## src/rtl/char_slot_scheduler_pkg.sv

```systemverilog
// Shared types and constants for the character slot scheduler:
// FSM state encoding, requester ids and the default idle character.
package char_slot_scheduler_pkg;

  typedef enum logic {
    IDLE = 1'b0,
    SHOW = 1'b1
  } state_e;

  localparam logic REQ0 = 1'b0;
  localparam logic REQ1 = 1'b1;

  localparam logic [7:0] DEF_IDLE_CHAR = 8'h20;

endpackage

```

## src/rtl/char_slot_scheduler_slot_timer.sv

```systemverilog
// Slot timer: counts unpaused clocks within one display slot and flags the
// last cycle of the slot. Clear has priority; the count saturates at TICK_DIV-1.
module char_slot_scheduler_slot_timer #(
  parameter int TICK_DIV = 25_000_000
) (
  input  logic clk,
  input  logic rst_n,
  input  logic clr,
  input  logic en,
  output logic slot_end
);

  localparam int CW = $clog2(TICK_DIV);
  localparam logic [CW-1:0] LAST = CW'(TICK_DIV - 1);

  logic [CW-1:0] cnt_q, cnt_d;

  always_comb begin
    cnt_d = cnt_q;
    if (clr) begin
      cnt_d = '0;
    end else if (en && (cnt_q != LAST)) begin
      cnt_d = cnt_q + 1'b1;
    end
  end

  always_ff @(posedge clk or negedge rst_n) begin
    if (!rst_n) begin
      cnt_q <= '0;
    end else begin
      cnt_q <= cnt_d;
    end
  end

  assign slot_end = (cnt_q == LAST);

endmodule

```

## src/rtl/char_slot_scheduler.sv

```systemverilog
// Shares the displayed character between two requesters, round-robin,
// showing each accepted character for exactly one TICK_DIV-clock slot.
module char_slot_scheduler
  import char_slot_scheduler_pkg::*;
#(
  parameter int         TICK_DIV  = 25_000_000,
  parameter logic [7:0] IDLE_CHAR = DEF_IDLE_CHAR
) (
  input  logic       clk,
  input  logic       rst_n,
  input  logic       pause,
  input  logic [1:0] req_valid,
  input  logic [7:0] req_char0,
  input  logic [7:0] req_char1,
  output logic [1:0] req_ready,
  output logic [7:0] disp_char,
  output logic       disp_strobe,
  output logic       disp_src,
  output logic       busy
);

  state_e     state_q, state_d;
  logic [7:0] disp_char_q, disp_char_d;
  logic       disp_src_q, disp_src_d;
  logic       disp_strobe_q, disp_strobe_d;
  logic       last_grant_q, last_grant_d;

  logic slot_end;
  logic tmr_clr;
  logic tmr_en;
  logic accept;
  logic grant_id;
  logic transfer;

  char_slot_scheduler_slot_timer #(
    .TICK_DIV (TICK_DIV)
  ) u_slot_timer (
    .clk      (clk),
    .rst_n    (rst_n),
    .clr      (tmr_clr),
    .en       (tmr_en),
    .slot_end (slot_end)
  );

  assign accept = ((state_q == IDLE) || slot_end) && !pause;

  // Round-robin: a lone requester always wins; on contention the one not served last wins.
  always_comb begin
    grant_id  = REQ0;
    req_ready = 2'b00;
    if (req_valid == 2'b11) begin
      grant_id = ~last_grant_q;
    end else if (req_valid[1]) begin
      grant_id = REQ1;
    end
    if (accept && (req_valid != 2'b00)) begin
      req_ready = (grant_id == REQ1) ? 2'b10 : 2'b01;
    end
  end

  assign transfer = (req_ready != 2'b00);

  always_comb begin
    state_d       = state_q;
    disp_char_d   = disp_char_q;
    disp_src_d    = disp_src_q;
    disp_strobe_d = 1'b0;
    last_grant_d  = last_grant_q;
    tmr_clr       = 1'b0;
    tmr_en        = 1'b0;

    if (!pause) begin
      unique case (state_q)
        IDLE: begin
          if (transfer) begin
            state_d = SHOW;
            tmr_clr = 1'b1;
          end
        end
        SHOW: begin
          if (slot_end) begin
            tmr_clr       = 1'b1;
            disp_strobe_d = 1'b1;
            if (!transfer) begin
              state_d     = IDLE;
              disp_char_d = IDLE_CHAR;
              disp_src_d  = REQ0;
            end
          end else begin
            tmr_en = 1'b1;
          end
        end
        default: state_d = IDLE;
      endcase

      if (transfer) begin
        disp_char_d   = (grant_id == REQ1) ? req_char1 : req_char0;
        disp_src_d    = grant_id;
        last_grant_d  = grant_id;
        disp_strobe_d = 1'b1;
      end
    end
  end

  always_ff @(posedge clk or negedge rst_n) begin
    if (!rst_n) begin
      state_q       <= IDLE;
      disp_char_q   <= IDLE_CHAR;
      disp_src_q    <= REQ0;
      disp_strobe_q <= 1'b0;
      last_grant_q  <= REQ1;
    end else begin
      state_q       <= state_d;
      disp_char_q   <= disp_char_d;
      disp_src_q    <= disp_src_d;
      disp_strobe_q <= disp_strobe_d;
      last_grant_q  <= last_grant_d;
    end
  end

  assign disp_char   = disp_char_q;
  assign disp_src    = disp_src_q;
  assign disp_strobe = disp_strobe_q;
  assign busy        = (state_q == SHOW);

endmodule
```

## config.mk

```make
export PLATFORM = sky130hd
export DESIGN_NAME = char_slot_scheduler
export DESIGN_NICKNAME = d
export VERILOG_FILES = /design/src/rtl/char_slot_scheduler_pkg.sv /design/src/rtl/char_slot_scheduler_slot_timer.sv /design/src/rtl/char_slot_scheduler.sv
export SDC_FILE = /design/constraint.sdc
export NUM_CORES = 1
export LEC_CHECK = 0
export ABC_CLOCK_PERIOD_IN_PS = 6900
export CAP_MARGIN = 10
export CORE_MARGIN = 4
export CORE_UTILIZATION = 38
export CTS_BUF_LIST = sky130_fd_sc_hd__clkbuf_4
export CTS_CLUSTER_SIZE = 12
export DETAILED_ROUTE_END_ITERATION = 10
export DONT_BUFFER_PORTS = 1
export GPL_TIMING_DRIVEN = 0
export PLACE_DENSITY_LB_ADDON = 0.3
export SLEW_MARGIN = 5
export SYNTH_ARGS = -nofsm -noshare
export SYNTH_HDL_FRONTEND = slang
export SYNTH_SLANG_ARGS = --single-unit
```

## constraint.sdc

```tcl
create_clock -name clk -period 6.9 [get_ports clk]
set_input_delay 1.38 -clock clk [delete_from_list [all_inputs] [get_ports clk]]
set_output_delay 1.38 -clock clk [all_outputs]
set_load 0.1 [all_outputs]
```

==> Word-level counts from Yosys, hierarchy flattened <==
Cells that the tools add are included.
{ "totals": {"register_bits": 37, "in_bits": 21, "output_inout_bits": 13, "wordCells": 50} }
{ "classes": {"n_addsub": 1, "eq_ne": 3, "n_mux": 25, "bitwise_logic": 3, "n_reduce_logical": 12} }
{ "op_table": {"columns": ["op", "count"], "rows": [
  ["$mux W25", 2],
  ["$mux W8", 4],
  ["$add A25 B1 Y25 const B", 1],
  ["$eq A25 B25 Y1 const B", 1],
  ["$ne A25 B25 Y1 const B", 1],
  ["$mux W1", 15],
  ["$reduce_bool A2 Y1", 5],
  ["$mux W2", 2],
  ["$pmux W1 S2", 2],
  ["$logic_and A1 B1 Y1", 3],
  ["$not A1 Y1", 3],
  ["$reduce_and A3 Y1", 1],
  ["$eq A2 B2 Y1 const B", 1],
  ["$reduce_and A2 Y1", 1],
  ["$logic_not A1 Y1", 1],
  ["$logic_or A1 B1 Y1", 1]
]} }

==> Longest topological paths before layout <==
Gate-level depths: netlist of the first run.
{ "depth": {"depth_word": 10, "mapped_depth": 9, "depth_no_buf": 7} }

==> Hierarchy <==
A second synthesis of the first run with hierarchy kept.
{ "hier_totals": {"cells_unflattened": 203, "area_unflattened_um2": 2040.7} }
{ "by_module_without_submodules": {"columns": ["module", "n_inst", "cells_per_inst", "area_per_inst_um2", "seq_area_each_um2"], "rows": [
  ["char_slot_scheduler_slot_timer", 1, 148, 1427.6, 625.6],
  ["char_slot_scheduler", 1, 55, 613.1, 302.8]
]} }

==> Worst setup path before layout of the first run <==
Ideal clock, no wire load.
{ "synth_timing": {"kind": "input port to output port", "start": "input req_valid[1]", "end": "output req_ready[1]", "arrival_ps": 2832, "required_ps": 5520, "slack_ps": 2688, "stages": 2, "n_path_buf": 0, "cell_sequence": "a21boi_0 > and3_1"} }
{ "synth_via": {"elab_chain_len": 4} }
{ "synth_lines": {"columns": ["element", "line", "source"], "rows": [
  ["from (decl)", "char_slot_scheduler.sv:12", "input logic [1:0] req_valid,"],
  ["$eq A2 B2 Y1 / $mux W1 (equally long branches)", "char_slot_scheduler.sv:51, char_slot_scheduler.sv:53", null],
  ["$mux W1", "char_slot_scheduler.sv:51", "if (req_valid == 2'b11) begin"],
  ["$mux W2", "char_slot_scheduler.sv:57", "req_ready = (grant_id == REQ1) ? 2'b10 : 2'b01;"],
  ["$mux W2 (*)", "char_slot_scheduler.sv:56", "if (accept && (req_valid != 2'b00)) begin"],
  ["to (decl)", "char_slot_scheduler.sv:15", "output logic [1:0] req_ready,"]
]} }
Every way passes the cells marked *; elsewhere a longest branch is shown, timed or not.

==> Worst setup path after layout of the first run <==
Same ends and word-level chain as after synthesis.

==> results.txt, run 1 <==
----------------------------------------------------
[Yosys]
  Post-Syn Area ... 0.00192 mm2
  Flip-flop and latch count after synthesis ... 37
  Largest family of logic cells by synthesized area ... simple AND/OR/NAND/NOR gates
  Share of synthesized area spent on multiplexers ... 0
  Count of flip-flops with a built-in enable after synthesis ... 0
  Post-synthesis share of cell area spent on xor and xnor gates ... 0.0501
  Synthesized area per cell ... 9.48 um2
  Post-synthesis adder-cell area fraction ... 0.00650
  Cells after Synth ... 203
  Simple-Gate Fraction of Synth Area ... 0.238
  Share of the yosys chip area belonging to registers ... 0.482
  Synth Area in Compound Gates ... 0.181
  Synth async-reset ratio ... 1.00
  Number of nets produced by synthesis ... 225
  Primary FF master, synth ... sky130_fd_sc_hd__dfrtp_1
  YS warnings ... 0
  Distinct cell type count after synthesis ... 43

[CTS]
  Setup Buffers After CTS ... 0
  Htree depth ... 2
  Clock buffer count from CTS ... 5
  Post_cts resized ... 0
  Root buffer cell ... sky130_fd_sc_hd__clkbuf_4
  TritonCTS clock tree ... built
  Clock latency of the later-clocked register in the worst-skew pair ... 0.34 ns
  Sink Count ... 37
  CTS hold repair buffers ... 0
  Maximum root-to-sink buffer count ... 2
  Clock-pin slew reported for the worst setup and hold paths after clock tree synthesis ... 0.11 ns

[Detailed routing]
  Routed wire length on met2 ... 2200 um
  Number of design rule violations left after detail routing ... 0
  Routed len/inst ... 16.3 um
  DR top layer ... met4
  Amount of wire on met3 after detailed routing ... 172 um
  Detailed router's first-iteration violation count ... 91
  Total vias in the final route ... 1,587
  Post-DR vias/cell ... 5.71
  Count of TritonRoute iterations in the first routing pass ... 6
  Met1 layer wirelength in the final routing ... 2080 um
  Antenna-violating nets left ... 0
  Total wire length ... 4520 um

[Final layout]
  Layout overhead on the synthesized area ... 8.45%
  Diodes inserted ... 0
  Filler-free cell count of the finished design ... 278
  Layout fillers ... 502
  Area used by multi-input combinational logic ... 916 um2
  Number of nets at the end of the flow ... 232
  Storage cell area ... 928 um2
  Highest-count cells in the layout ignoring fill and taps ... sky130_fd_sc_hd__dfrtp_1, sky130_fd_sc_hd__nor2_1, sky130_fd_sc_hd__a21oi_1
  Most common cell after layout, fill and taps aside ... sky130_fd_sc_hd__dfrtp_1
  Share of post-route cells with drive strength above 1 ... 0.0948

[Critical path]
  Slack of the worst reg-to-reg path ... 4.00 ns
  Endpoint type of the worst setup path ... primary output
  Largest incremental delay on the critical path ... 0.96 ns
  Required time worst endpoint ... 5.52 ns
  Count of buffer and inverter cells on the critical path ... 0
  Worst path cell trace ... a21boi_0 -> and3_1
  Slowest cell on crit path ... sky130_fd_sc_hd__and3_1
  Startpoint type of the worst setup path ... primary input
  Data arrival time at the worst-slack endpoint ... 3.19 ns
  Worst Path Class, Setup ... primary input to primary output
  Kind of cell adding the most delay to the critical path ... simple AND/OR/NAND/NOR gates
  CP Max Fanout ... 9

[Power]
  Share of power burned in registers ... 0.637
  Switching Share ... 0.377
  Largest vdd supply drop ... 0.202 mV
  Internal ... 0.350 mW
  Reported leakage power ... 0.879 nW
  Power per cell area ... 269 mW/mm2
  Fraction of power consumed by the clock network ... 0.265
  Combinational Power Share ... 0.098
  Switching power summed over all nets ... 0.211 mW

[Die]
  Area of the die ... 0.00627 mm2
  Number of core rows ... 25
  Die Ht ... 79.2 um
  Initial core utilization ... 0.399
  IO Pins ... 34
  Die Wd ... 79.2 um
  Core region area ... 0.00482 mm2

[Timing]
  Final hold vios ... 0
  Worst max-slew margin expressed relative to the limit ... 0.258
  Max Fclk ... 219 MHz
  Worst setup skew after layout ... 0.0135 ns
  Share of the clock period used by the worst path ... 0.662
  Setup repair after global routing missed its margin ... false
  Worst Tran Pin Value ... 1.10 ns
  Final Max Tran Viols ... 0
  Sum Neg Setup Slack ... 0 ns
  Endpoints failing setup ... 0
  Post-layout minimum cycle time ... 4.57 ns
  Smallest setup slack after layout ... 2.33 ns

[Global routing]
  Maximum number of pins on one net before global-route repair ... 38
  Antenna violations before repair ... 0
  Congestion Overflow GR ... 0
  Global-route total usage across every layer ... 0.156
  Number of global-route vias before repair ... 1,488
  Global-route wire length before repair ... 7580 um

[Place]
  Post-DP HPWL ... 3180 um
  Cell Count Post-Placement ... 270
  # port buffers ... 0
  Pre-CTS setup slack ... 2.38 ns
  Weighted congestion at the end of routability-driven global placement ... 0.857

[Run status]
  Outcome ... completed

[Hold path]
  Class of the most critical hold timing path ... flip-flop to flip-flop

[Job]
  Max Cap Violations ... 0

----------------------------------------------------
path summary, 6_finish.rpt:
kind / to / start / cells past startpoint
max: req_ready[1] / req_valid[1] / 2
min: u_slot_timer.cnt_q[1] / u_slot_timer.cnt_q[1] / 2
max reg2reg: u_slot_timer.cnt_q[18] / busy / 4
min reg2reg: u_slot_timer.cnt_q[1] / u_slot_timer.cnt_q[1] / 2
max in group asynchronous: last_grant_q / rst_n / 0
min in group asynchronous: u_slot_timer.cnt_q[17] / rst_n / 0
kinds of logic (layout without fill, tap and decap cells):
family	Yosys count	in the layout
AOI/OAI and AO/OA	54	54
xor gates and xnor gates	11	11
adders and majority gates	1	1
buffers and inverters	15	23
DFF	37	37
and+or+nand+nor	85	85
stage by stage:
stage | power, mW | hold WS, ns | util | instance area [um2]
floorplan | 0.398 | 0.475 | - | 1920
global placement | 0.414 | 0.501 | 0.417 | 2010
detailed placement | 0.417 | 0.516 | 0.417 | 2010
CTS | 0.569 | 0.540 | 0.433 | 2090
global route | 0.590 | 0.566 | 0.433 | 2090
finish | 0.562 | 0.534 | 0.433 | 2090
flip-flops by register name (all words and copies together), names as in the netlist:
name and cells:
u_slot_timer.cnt_q 25, last_grant_q 1, busy 1, disp_src 1
disp_char 8, disp_strobe 1
layer usage:
layer,vias up,track usage
li1,763,-
met4,0,0.0567
met5,-,0
met2,29,0.246
met1,789,0.209
met3,6,0.0363
power by group through the flow:
stage	sequential [mW]	combinational, mW	clock, mW
final	0.358	0.0550	0.149
after global routing	0.362	0.0638	0.165
after CTS	0.358	0.0554	0.156
after detailed placement	0.362	0.0552	0
after global placement	0.361	0.0534	0
after floorplan	0.353	0.0455	0
Yosys cell counts (all sizes together), types with 2 or more instances:
| cell type | instances | area share |
|---|---|---|
| a21oi | 18 | 0.047 |
| nand2b | 2 | 0.0065 |
| nor2 | 22 | 0.043 |
| o311ai | 2 | 0.0091 |
| nand2 | 17 | 0.034 |
| a31oi | 5 | 0.016 |
| nor3 | 4 | 0.010 |
| inv | 8 | 0.016 |
| xor2 | 9 | 0.041 |
| nor4 | 4 | 0.024 |
| a21boi | 2 | 0.0078 |
| and2 | 2 | 0.0065 |
| nand3 | 12 | 0.031 |
| o21ai | 7 | 0.018 |
| dfstp | 2 | 0.027 |
| or2 | 2 | 0.0065 |
| o2bb2ai | 3 | 0.014 |
| a22oi | 7 | 0.027 |
| dfrtp | 35 | 0.46 |
| o31ai | 3 | 0.012 |
| nor4b | 2 | 0.0091 |
| a22o | 2 | 0.0091 |
| buf | 3 | 0.016 |
| xnor2 | 2 | 0.0091 |
| nand4 | 11 | 0.036 |
| and3 | 2 | 0.0065 |
| a21o | 2 | 0.0078 |
| clkbuf | 3 | 0.0059 |
final cells by class:
cell class	count	share of cell area
Buffer	6	0.0198
Clock buffer	6	0.0216
Clock inverter	2	0.0162
Inverter	9	0.0186
Multi-Input combinational cell	151	0.439
Sequential cell	37	0.445
Tap cell	67	0.0402
worst min-delay path, stage by stage (launching register included):
cell and delay (ns):
sky130_fd_sc_hd__dfrtp_1 0.39, sky130_fd_sc_hd__nand2_1 0.05, sky130_fd_sc_hd__o21ai_0 0.06
(Power assumes the default switching activity.)
==> run 2: changes to the inputs <==
Settings changed: ABC_CLOCK_PERIOD_IN_PS 6900 to 4320.
Clock period 6.9 ns to 4.32 ns, I/O delays scaled along.
==> results of run 2 <==
The final DEF is identical to that of run 1. Status: completed.
Main changes from that run: setup slack after placement 2.38 ns -> 0.828 ns; setup slack after layout 2.33 ns -> 0.466 ns; hold slack 0.534 ns -> 0.198 ns; start point of the critical path req_valid[1] -> u_slot_timer.cnt_q[17]; end point of the critical path req_ready[1] -> req_ready[0]; register-to-register setup slack 4.00 ns -> 1.42 ns; total power 0.562 mW -> 0.897 mW; worst IR drop on VDD 0.202 mV -> 0.322 mV
==> run 3: changes to the inputs <==
Settings changed: CTS_CLUSTER_SIZE 12 to default, HOLD_SLACK_MARGIN from default to 0.05.
==> results of run 3 <==
The final DEF is identical to that of run 1. Status: completed.
Main changes from that run: setup slack after placement 2.38 ns -> 0.828 ns; setup slack after layout 2.33 ns -> 0.466 ns; hold slack 0.534 ns -> 0.198 ns; start point of the critical path req_valid[1] -> u_slot_timer.cnt_q[17]; end point of the critical path req_ready[1] -> req_ready[0]; register-to-register setup slack 4.00 ns -> 1.42 ns; total power 0.562 mW -> 0.897 mW; worst IR drop on VDD 0.202 mV -> 0.322 mV
